### config.mk
export PLATFORM = sky130hd
export DESIGN_NAME = senseedge_wb_master
export DESIGN_NICKNAME = d
export VERILOG_FILES = /design/src/rtl/senseedge_pkg.sv /design/src/rtl/senseedge_wb_master.sv
export SDC_FILE = /design/constraint.sdc
export NUM_CORES = 1
export LEC_CHECK = 0
export CAP_MARGIN = 15
export CORE_MARGIN = 4
export CORE_UTILIZATION = 35
export CTS_CLUSTER_SIZE = 12
export DETAILED_ROUTE_END_ITERATION = 12
export PLACE_DENSITY_LB_ADDON = 0.3
export SLEW_MARGIN = 25
export SYNTH_ARGS = -nofsm -noshare
export SYNTH_HDL_FRONTEND = slang
export SYNTH_SLANG_ARGS = --single-unit
### constraint.sdc
create_clock -name wb_clk_i -period 2 [get_ports wb_clk_i]
set_clock_uncertainty 0.2 [all_clocks]
set_input_delay 0.4 -clock wb_clk_i [delete_from_list [all_inputs] [get_ports wb_clk_i]]
set_output_delay 0.4 -clock wb_clk_i [all_outputs]
set_load 0.02 [all_outputs]
### src/rtl/senseedge_pkg.sv
// senseedge_pkg
// Shared definitions for the senseedge Wishbone master.
//   state_t          : FSM state encoding (IDLE, BUS, RESP)
//   TIMEOUT_DEFAULT  : default bus-wait limit, in BUS cycles
//   TMO_CNT_W        : width of the timeout counter (covers limits up to 1023)
//   tmo_last()       : counter value on which the timeout fires
package senseedge_pkg;

  typedef enum logic [1:0] {
    ST_IDLE = 2'd0,
    ST_BUS  = 2'd1,
    ST_RESP = 2'd2
  } state_t;

  localparam int TIMEOUT_DEFAULT = 64;
  localparam int TMO_CNT_W       = 10;

  // The counter starts at 0 on the first BUS cycle, so the last allowed
  // cycle is the one where the count reads timeout-1.
  function automatic logic [TMO_CNT_W-1:0] tmo_last(input int timeout);
    return TMO_CNT_W'(timeout - 1);
  endfunction

endpackage

### src/rtl/senseedge_wb_master.sv
// senseedge_wb_master
// Turns a valid/ready command stream into single Wishbone classic bus
// cycles and returns each result on a valid/ready response stream.
// Exactly one transaction is in flight at a time.
//
// Ports
//   wb_clk_i, wb_rst_ni      : clock, synchronous active-low reset
//   cmd_valid_i/cmd_ready_o  : command handshake (ready only while idle)
//   cmd_we_i, cmd_adr_i,
//   cmd_dat_i, cmd_sel_i     : command payload (write flag, byte address,
//                              write data, byte selects)
//   rsp_valid_o/rsp_ready_i  : response handshake
//   rsp_dat_o                : read data (0 for writes and errors)
//   rsp_err_o, rsp_tmo_o     : bus error / timeout flags
//   wbm_*                    : Wishbone classic master interface
module senseedge_wb_master
  import senseedge_pkg::*;
#(
  parameter int AW      = 32,
  parameter int DW      = 32,
  parameter int TIMEOUT = TIMEOUT_DEFAULT
) (
  input  logic            wb_clk_i,
  input  logic            wb_rst_ni,

  input  logic            cmd_valid_i,
  output logic            cmd_ready_o,
  input  logic            cmd_we_i,
  input  logic [AW-1:0]   cmd_adr_i,
  input  logic [DW-1:0]   cmd_dat_i,
  input  logic [DW/8-1:0] cmd_sel_i,

  output logic            rsp_valid_o,
  input  logic            rsp_ready_i,
  output logic [DW-1:0]   rsp_dat_o,
  output logic            rsp_err_o,
  output logic            rsp_tmo_o,

  output logic            wbm_cyc_o,
  output logic            wbm_stb_o,
  output logic            wbm_we_o,
  output logic [AW-1:0]   wbm_adr_o,
  output logic [DW-1:0]   wbm_dat_o,
  output logic [DW/8-1:0] wbm_sel_o,
  input  logic [DW-1:0]   wbm_dat_i,
  input  logic            wbm_ack_i,
  input  logic            wbm_err_i
);

  localparam logic [TMO_CNT_W-1:0] TMO_LAST = tmo_last(TIMEOUT);

  state_t               state;
  logic [TMO_CNT_W-1:0] tmo_cnt;

  logic                 bus_done;
  logic                 tmo_hit;
  logic                 nxt_err;
  logic                 nxt_tmo;
  logic [DW-1:0]        nxt_dat;

  // Ready depends on state alone so an upstream source never sees a
  // combinational path from its own valid back to ready.
  assign cmd_ready_o = (state == ST_IDLE);

  // Outcome of the current BUS cycle. A slave answer always beats the
  // timeout, and err beats ack when both arrive together. These terms are
  // only consumed in BUS, so stray ack/err in other states have no effect.
  always_comb begin
    tmo_hit  = (tmo_cnt == TMO_LAST);
    bus_done = 1'b0;
    nxt_err  = 1'b0;
    nxt_tmo  = 1'b0;
    nxt_dat  = '0;
    if (wbm_err_i) begin
      bus_done = 1'b1;
      nxt_err  = 1'b1;
    end else if (wbm_ack_i) begin
      bus_done = 1'b1;
      nxt_dat  = wbm_we_o ? '0 : wbm_dat_i;
    end else if (tmo_hit) begin
      bus_done = 1'b1;
      nxt_err  = 1'b1;
      nxt_tmo  = 1'b1;
    end
  end

  // Main FSM. All bus and response outputs are registers, so cyc/stb rise
  // the cycle after acceptance and fall the cycle after the slave answers.
  // Reset clears the bus controls on the same edge and drops any pending
  // response, so an interrupted transaction never produces a result.
  always_ff @(posedge wb_clk_i) begin
    if (!wb_rst_ni) begin
      state       <= ST_IDLE;
      tmo_cnt     <= '0;
      wbm_cyc_o   <= 1'b0;
      wbm_stb_o   <= 1'b0;
      wbm_we_o    <= 1'b0;
      wbm_adr_o   <= '0;
      wbm_dat_o   <= '0;
      wbm_sel_o   <= '0;
      rsp_valid_o <= 1'b0;
      rsp_dat_o   <= '0;
      rsp_err_o   <= 1'b0;
      rsp_tmo_o   <= 1'b0;
    end else begin
      unique case (state)
        ST_IDLE: begin
          if (cmd_valid_i) begin
            wbm_cyc_o <= 1'b1;
            wbm_stb_o <= 1'b1;
            wbm_we_o  <= cmd_we_i;
            wbm_adr_o <= cmd_adr_i;
            // Reads keep the write-data bus quiet.
            wbm_dat_o <= cmd_we_i ? cmd_dat_i : '0;
            wbm_sel_o <= cmd_sel_i;
            tmo_cnt   <= '0;
            state     <= ST_BUS;
          end
        end

        ST_BUS: begin
          if (bus_done) begin
            wbm_cyc_o   <= 1'b0;
            wbm_stb_o   <= 1'b0;
            wbm_we_o    <= 1'b0;
            wbm_adr_o   <= '0;
            wbm_dat_o   <= '0;
            wbm_sel_o   <= '0;
            rsp_valid_o <= 1'b1;
            rsp_dat_o   <= nxt_dat;
            rsp_err_o   <= nxt_err;
            rsp_tmo_o   <= nxt_tmo;
            tmo_cnt     <= '0;
            state       <= ST_RESP;
          end else begin
            tmo_cnt <= tmo_cnt + TMO_CNT_W'(1);
          end
        end

        ST_RESP: begin
          // Payload registers are left untouched here, so they hold
          // steady for as long as the consumer stalls.
          if (rsp_ready_i) begin
            rsp_valid_o <= 1'b0;
            state       <= ST_IDLE;
          end
        end

        default: begin
          state <= ST_IDLE;
        end
      endcase
    end
  end

endmodule

* Word-level counts from Yosys, hierarchy flattened *
Index checks and enable logic that the tools add are counted.

storage, ports and cells
  bits in registers = 117
  bits of input ports = 107
  output and inout port bits = 107
  word-level logic and storage cells = 59

operators by class
  add/subtract/negate cells = 1
  equality and inequality tests = 6
  muxes and demuxes = 33
  reductions and logical operators = 8

operators by type and width
  cell                                                                     number
  32-bit 2-to-1 mux                                                        7
  32-bit one-hot mux with 2 select lines                                   2
  10-bit 2-to-1 mux                                                        2
  10-bit one-hot mux with 2 select lines                                   1
  1-bit 2-to-1 mux                                                         11
  10-bit by 1-bit adder with 10-bit output (second input constant)         1
  10-bit by 6-bit equality test with 1-bit output (second input constant)  1
  3-bit AND reduction                                                      3
  4-bit 2-to-1 mux                                                         2
  4-bit one-hot mux with 2 select lines                                    1
  2-bit 2-to-1 mux                                                         3
  2-bit inequality test (second input constant)                            3
  1-bit one-hot mux with 2 select lines                                    3
  2-bit one-hot mux with 3 select lines                                    1
  2-bit AND reduction                                                      2
  2-bit nonzero test                                                       2
  2-bit by 1-bit equality test with 1-bit output (second input constant)   1
  2-bit equality test (second input constant)                              1
  2-bit zero test                                                          1

* Depth between registers and ports, before layout *
  word-level depth = 6
  mapped depth = 7
  depth with buffers taken out = 4

* Worst setup path after synthesis *
No wires, ideal clock.

  kind = reg-to-reg
  from = register tmo_cnt[5]
  to = register state[1]
  library setup time = 0.115 ns
  data arrival time = 1.559 ns
  required time = 1.685 ns
  path slack = 0.126 ns
  cell stages (with the launch flop) = 8
  path buffers = 3
  clock period less this slack = 1.874 ns
  cells stage by stage = dfxtp_1 and4_1 buf_2 a311o_1 and2_1 buf_6 buf_6 o21a_1

on the way
  longest elaborated chain between the ends = 6

ends and longest elaborated chain
  item                                             line                        text
  start, declared                                  senseedge_wb_master.sv:53   logic [TMO_CNT_W-1:0] tmo_cnt;
  start signal, assigned                           senseedge_wb_master.sv:136  tmo_cnt <= tmo_cnt + TMO_CNT_W'(1);
  10-bit by 6-bit equality test with 1-bit output  senseedge_wb_master.sv:69   tmo_hit = (tmo_cnt == TMO_LAST);
  1-bit 2-to-1 mux                                 senseedge_wb_master.sv:80   end else if (tmo_hit) begin
  1-bit 2-to-1 mux                                 senseedge_wb_master.sv:77   end else if (wbm_ack_i) begin
  1-bit 2-to-1 mux                                 senseedge_wb_master.sv:74   if (wbm_err_i) begin
  2-bit inequality test (no line)                  --
  3-bit AND reduction (no line)                    --
  end signal, assigned                             senseedge_wb_master.sv:93   state <= ST_IDLE;
  end signal, assigned                             senseedge_wb_master.sv:117  state <= ST_BUS;
  end signal, assigned                             senseedge_wb_master.sv:134  state <= ST_RESP;
  end, declared                                    senseedge_wb_master.sv:52   state_t state;

No other way between the ends.
A chain may end at the register's enable or synchronous reset.

* Final worst setup path *
  from = register wbm_adr_o[4]
  to = output port wbm_adr_o[4]

RTL lines
  item                    line                        text
  start, declared         senseedge_wb_master.sv:42   output logic [AW-1:0] wbm_adr_o,
  start signal, assigned  senseedge_wb_master.sv:112  wbm_adr_o <= cmd_adr_i;

No word-level cell between the ends.

==> impl_metrics.json <==
{
  "clockBufferDepth": 2,
  "htreeDepth": 4,
  "seq_area_frac_synth_pct": 56.0,
  "layout.area.seq_um2": 2340,
  "area_growth_syn_to_layout_pct": 77.1,
  "fmax_mhz": 506,
  "tns_ns": 0,
  "crit_slowest_cell": "clkdlybuf4s50_1",
  "crit_buf_inv": 1,
  "fin_area_um2": 7410,
  "report.final.hold_viol_count": 0,
  "drive_above_1_share_pct": 12.4,
  "cts_tree": "built",
  "grt_max_degree": 37,
  "syn_area_um2": 4180,
  "min_period_ns": 1.98,
  "die_h_um": 117,
  "synth_enable_flop_cells": 0,
  "drt-total-wl_um": 12900,
  "setup_viol": 0,
  "max_stage_delay_ns": 0.64,
  "status": "completed",
  "antenna_found_initial": 0,
  "synth_area_leaders": "dfxtp_1, a22o_1, mux2i_1",
  "syn_area_per_cell_um2": 10.9,
  "async_flop_share_pct": 0,
  "track_usage_pct": 18.1,
  "rows": 39,
  "finalWorstSetupSlack_ns": 0.0236,
  "relSlewSlack_pct": 74.9,
  "critical_path_class": "flip-flop to primary output",
  "rsz0062_at_grt": "true",
  "grt-ovfl-total": 0,
  "hold_class": "flip-flop to flip-flop",
  "hold_ws_ns": 0.256,
  "p_leak_nw": 3.31,
  "cp_top_family": "buffers and inverters",
  "cap_violations": 0,
  "die_w_um": 117,
  "clock_sinks": 117,
  "routed_via_density": 4.92,
  "ys_types": 44,
  "via_count": 3825,
  "vdd_drop_max_mv": 0.528,
  "hpwl_um": 9530,
  "grt_pass1_vias": 3988,
  "finalNetCount": 730,
  "clock-root-buffer": "clkbuf_16",
  "utilization_pct": 64.1,
  "io_buffers": 213,
  "powerDensity_nw_per_um2": 882,
  "placed_area_um2": 6670,
  "drtPass1Iterations": 4,
  "synth_top_area_share_pct": 56.0,
  "maxSlewViolCount": 0,
  "ys_ff_latch": 117,
  "drtIter0Drc": 144,
  "yosysWarnings": 0,
  "ant_nets": 0,
  "ys.flop_type": "dfxtp_1",
  "core_area_um2": 11600,
  "cp-start-kind": "flip-flop",
  "initial_utilization_pct": 36.2,
  "path_cells": "clkdlybuf4s50_1",
  "worstPathArrival_ns": 1.38,
  "diodes": 0,
  "cts.clk_slew.worst_paths_ns": 0.05,
  "worstMarginPinSlew_ns": 0.376,
  "io_pins": 214,
  "yosysTopAreaCell": "dfxtp_1",
  "dieArea_um2": 13800,
  "drc_errors": 0,
  "syn-instance-count": 383,
  "clk_latency_ns": 0.40,
  "path_max_fanout": 2,
  "numCtsBuffers": 17,
  "cp-end-kind": "primary output",
  "wl_per_cell_um": 16.6,
  "multiInputGateArea_um2": 1690,
  "place.gp.congestion": 0.846,
  "grt_pass1_wl_um": 20200,
  "nFillCells": 917,
  "cp.required_ns": 1.40,
  "dp_slack_ns": -0.284,
  "syn_nets": 491,
  "finalCritPeriodShare_pct": 98.8
}
layer usage:
layer | wire (µm) | vias up | part of all wire (%) | global-route usage, %
li1 | - | 1846 | - | -
met1 | 5000 | 1832 | 39 | 19.9
met2 | 6760 | 127 | 52 | 31.5
met3 | 898 | 20 | 7.0 | 7.07
met4 | 243 | 0 | 1.9 | 7.11
met5 | 0 | - | 0 | 0
cell usage in the layout (no fill, tap or decap), types with 5 or more instances in the layout:
| cell type | instances |
|---|---|
| clkdlybuf4s50_1 | 179 |
| dfxtp_1 | 116 |
| a22o_1 | 68 |
| nand2_1 | 67 |
| mux2i_1 | 32 |
| dlymetal6s2s_1 | 30 |
| buf_4 | 26 |
| clkbuf_16 | 18 |
| nor2_1 | 7 |
| buf_12 | 7 |
| xor2_1 | 6 |
| nor3_2 | 6 |
| and2_1 | 5 |
| nand3_1 | 5 |
registers in the layout, indices dropped and copies added, names as in the netlist:
name         cells
wbm_stb_o        1
state            2
rsp_err_o        1
wbm_adr_o       32
rsp_tmo_o        1
rsp_dat_o       32
rsp_valid_o      1
wbm_we_o         1
tmo_cnt         10
wbm_dat_o       32
wbm_sel_o        4
synth_stat cells (all sizes together) (3+ instances only):
cell,count
nor2b,4
nand4,3
nand2,68
nand3,5
clkbuf,9
xor2,6
mux2i,32
nor3,6
nor2,8
and3,3
a22o,68
and2,6
dfxtp,117
buf,19
cell type report:
class,count,share of cell area [%]
Timing Repair Buffer,248,34.7
Sequential cell,117,31.6
Multi-Input combinational cell,236,22.8
Clock buffer,23,6.32
Tap cell,143,2.42
Clock inverter,9,2.03
Inverter,2,0.101
final timing paths:
path	startpoint	end	slack [ns]	depth (start not counted)
worst max register to register	tmo_cnt[5]	state[1]	0.05	6
worst max-delay path	wbm_adr_o[4]	wbm_adr_o[4]	0.02	1
worst min-delay path	rsp_dat_o[9]	rsp_dat_o[9]	0.26	2
worst min register to register	rsp_dat_o[9]	rsp_dat_o[9]	0.26	2
power by group:
part           switching, W  internal, W
combinational      0.000383     0.000500
clock               0.00101      0.00214
sequential        0.0000592      0.00243
stage by stage:
step | total power [W] | std cells
after floorplan | 0.00290 | 383
after global placement | 0.00341 | 744
after detailed placement | 0.00342 | 744
after CTS | 0.00660 | 776
after global routing | 0.00676 | 778
final | 0.00653 | 778
timing repair:
action	4_1_cts	5_1_grt
buffers inserted	0	1
hold buffers	0	0
gates resized for setup	5	36
cloned	0	1
pin swaps	0	3
endpoints found under the setup margin	25	126
cell families after synthesis:
| logic type | share of synthesized area (%) |
|---|---|
| flops | 56.0 |
| buf+inv | 4.34 |
| simple gates | 13.0 |
| xor+xnor | 1.26 |
| fa+ha+maj | 0.299 |
| compound gates | 17.4 |
| mux | 7.66 |
(Power assumes the default switching activity.)
==> variant, RTL diff (same settings) <==
Set the parameter `DW` to 24 (it was 32).
--- a/src/rtl/senseedge_wb_master.sv
+++ b/src/rtl/senseedge_wb_master.sv
@@ -19,3 +19,3 @@
   parameter int AW      = 32,
-  parameter int DW      = 32,
+  parameter int DW      = 24,
   parameter int TIMEOUT = TIMEOUT_DEFAULT
Ports: changed (6 resized); port bits go from 214 to 180. No check against the original RTL was run, so the function may have changed too.
==> variant against the original RTL <==
The flow now finishes with violations (negative setup slack). Sequential share of layout area up 0.69 points. Sequential power down 15%. Cell area down 16%. Total power down 35%. First-iteration DRC count up 9.7%. Final cell count down 11%. Via count down 14%. Synthesized area down 13%. Routed wire length down 17%. Combinational power down 8.4%. Worst hold slack better by 0.0039 ns. Sequential cell count down 17. Worst setup slack worse by 0.064 ns.
==> variant: results (changes against the original RTL) <==
P_leak: 0.00239 uW (-28%)
Syn nets: 424 (-14%)
Worst EP arrival: 2.12 ns (+0.74 ns)
Sw frac: 0.246 (+0.0232)
Initial antenna violation count: 1 (+1)
Fraction of area in multi-input gates: 0.243 (+0.0155)
Root Driver: clkbuf_8
Met1 usage in global routing: 0.214 (+0.0146)
Input/output buffers: 179 (-16%)
Status: finished with violations
Fillers: 830 (-9.5%)
Gr usage total: 0.171 (-0.0102)
Seq/Total Area, Yosys: 0.553 (-0.00673)
Async S/R FF share, synth: 0 (unchanged)
Met2 Track Usage GR: 0.270 (-0.0444)
Via/cell ratio: 4.78 (-2.8%)
Top FF cell, synth: dfxtp_1
Top Registers: wbm_adr_o x32, rsp_dat_o x24, wbm_dat_o x24
Routing usage on met3: 0.0640 (-0.00674)
Critical path peak fanout: 6 (+4)
Final count of negative-setup-slack endpoints: 17 (+17)
Clk cell area share: 0.0326 (-0.0508)
Diodes inserted: 1 (+1)
CTS clk-pin slew, worst paths: 0.08 ns (+0.03 ns)
Mapped Avg Cell Area: 10.9 sq um (-0.50%)
TNS Setup: -0.400 ns (-0.400 ns)
HPWL Detailed: 7.53 mm (-21%)
FF/Latch Area: 2010 sq um (-14%)
CTS H-Tree Depth: 3 (-1)
WL met2: 5.00 mm (-26%)
Clock buffers: 12 (-48%)
Inverters, non-clock: 4 (+2)
Inst Count DP: 657 (-12%)
Placer Congestion: 0.811 (-4.1%)
Final wirelength: 10.8 mm (-17%)
Multi-input gate count: 208 (-12%)
Final net count: 641 (-12%)
FF+latch count: 100 (-15%)
Clk power: 1300 uW (-59%)
Largest net degree at the start of global routing: 30 (-19%)
PnR worst setup slack: -0.0408 ns (-0.0644 ns)
Layout cells sized above 1: 0.146 (+0.0215)
Synth top area cells: dfxtp_1, a22o_1, mux2i_1
Flop pwr share: 0.502 (+0.121)
WL/cell: 15.6 um (-5.7%)
Data buffer area share: 0.371 (+0.0239)
Met1 Routed Length: 4.72 mm (-5.5%)
Total CTS buffers: 9 (-8)
Peak supply drop: 0.000442 V (-16%)
P_seq: 2120 uW (-15%)
Non-clk bufs: 227 (-8.5%)
WL met3: 882 um (-1.8%)
Clk Latency, worst-skew pair: 0.35 ns (-0.05 ns)
DR iter-0 viols: 158 (+9.7%)
Post-synth top cells: dfxtp_1, a22o_1, nand2_1
Failing checks: negative setup slack
Number of global-route vias before repair: 3273 (-18%)
Global-route wire length before repair: 16.1 mm (-20%)
variant: worst max-delay path, cell delays in order, from the launching register on:
cell and delay (ns):
dfxtp_1 0.32, or4_4 0.54, o31a_1 0.28, buf_6 0.13, nor2_4 0.14, clkbuf_16 0.19, mux2i_1 0.18
variant: logic make-up (layout without fill, tap and decap cells):
| group | count (synthesis) | in the layout | share of synthesized area |
|---|---|---|---|
| AOI/OAI and AO/OA | 80 | 80 | 0.188 |
| xor gates and xnor gates | 6 | 6 | 0.0145 |
| adders and majority gates | 1 | 1 | 0.00346 |
| buffers and inverters | 26 | 247 | 0.0474 |
| DFF | 100 | 100 | 0.553 |
| muxes | 25 | 25 | 0.0692 |
| other | 0 | 1 | 0 |
| and+or+nand+nor | 95 | 96 | 0.124 |
variant: timing repair:
action / in CTS / in global routing
hold endpoints to repair: 0 / 0
pin swaps: 5 / 4
hold buffers: 0 / 0
gates resized for setup: 13 / 16
setup buffers: 10 / 1
setup endpoints to repair: 97 / 77
cloned: 3 / 1
variant: path summary, 6_finish.rpt:
check                                    from       endpoint  cells past startpoint
worst min register to register  rsp_dat_o[21]  rsp_dat_o[21]                      2
worst max register to register     tmo_cnt[6]  rsp_dat_o[19]                      6
worst max-delay path               tmo_cnt[6]  rsp_dat_o[19]                      6
worst min-delay path            rsp_dat_o[21]  rsp_dat_o[21]                      2
variant: stage by stage:
| stage | hold slack (ns) | worst slack (ns) | area, sq um | utilization |
|---|---|---|---|---|
| after floorplan | 0.266 | 0.0255 | 3620 | - |
| after global placement | 0.242 | -0.496 | 5760 | 0.581 |
| after detailed placement | 0.250 | -0.555 | 5760 | 0.581 |
| after CTS | 0.263 | -0.139 | 6110 | 0.617 |
| after global routing | 0.274 | -0.0933 | 6210 | 0.627 |
| final | 0.259 | -0.0408 | 6210 | 0.627 |
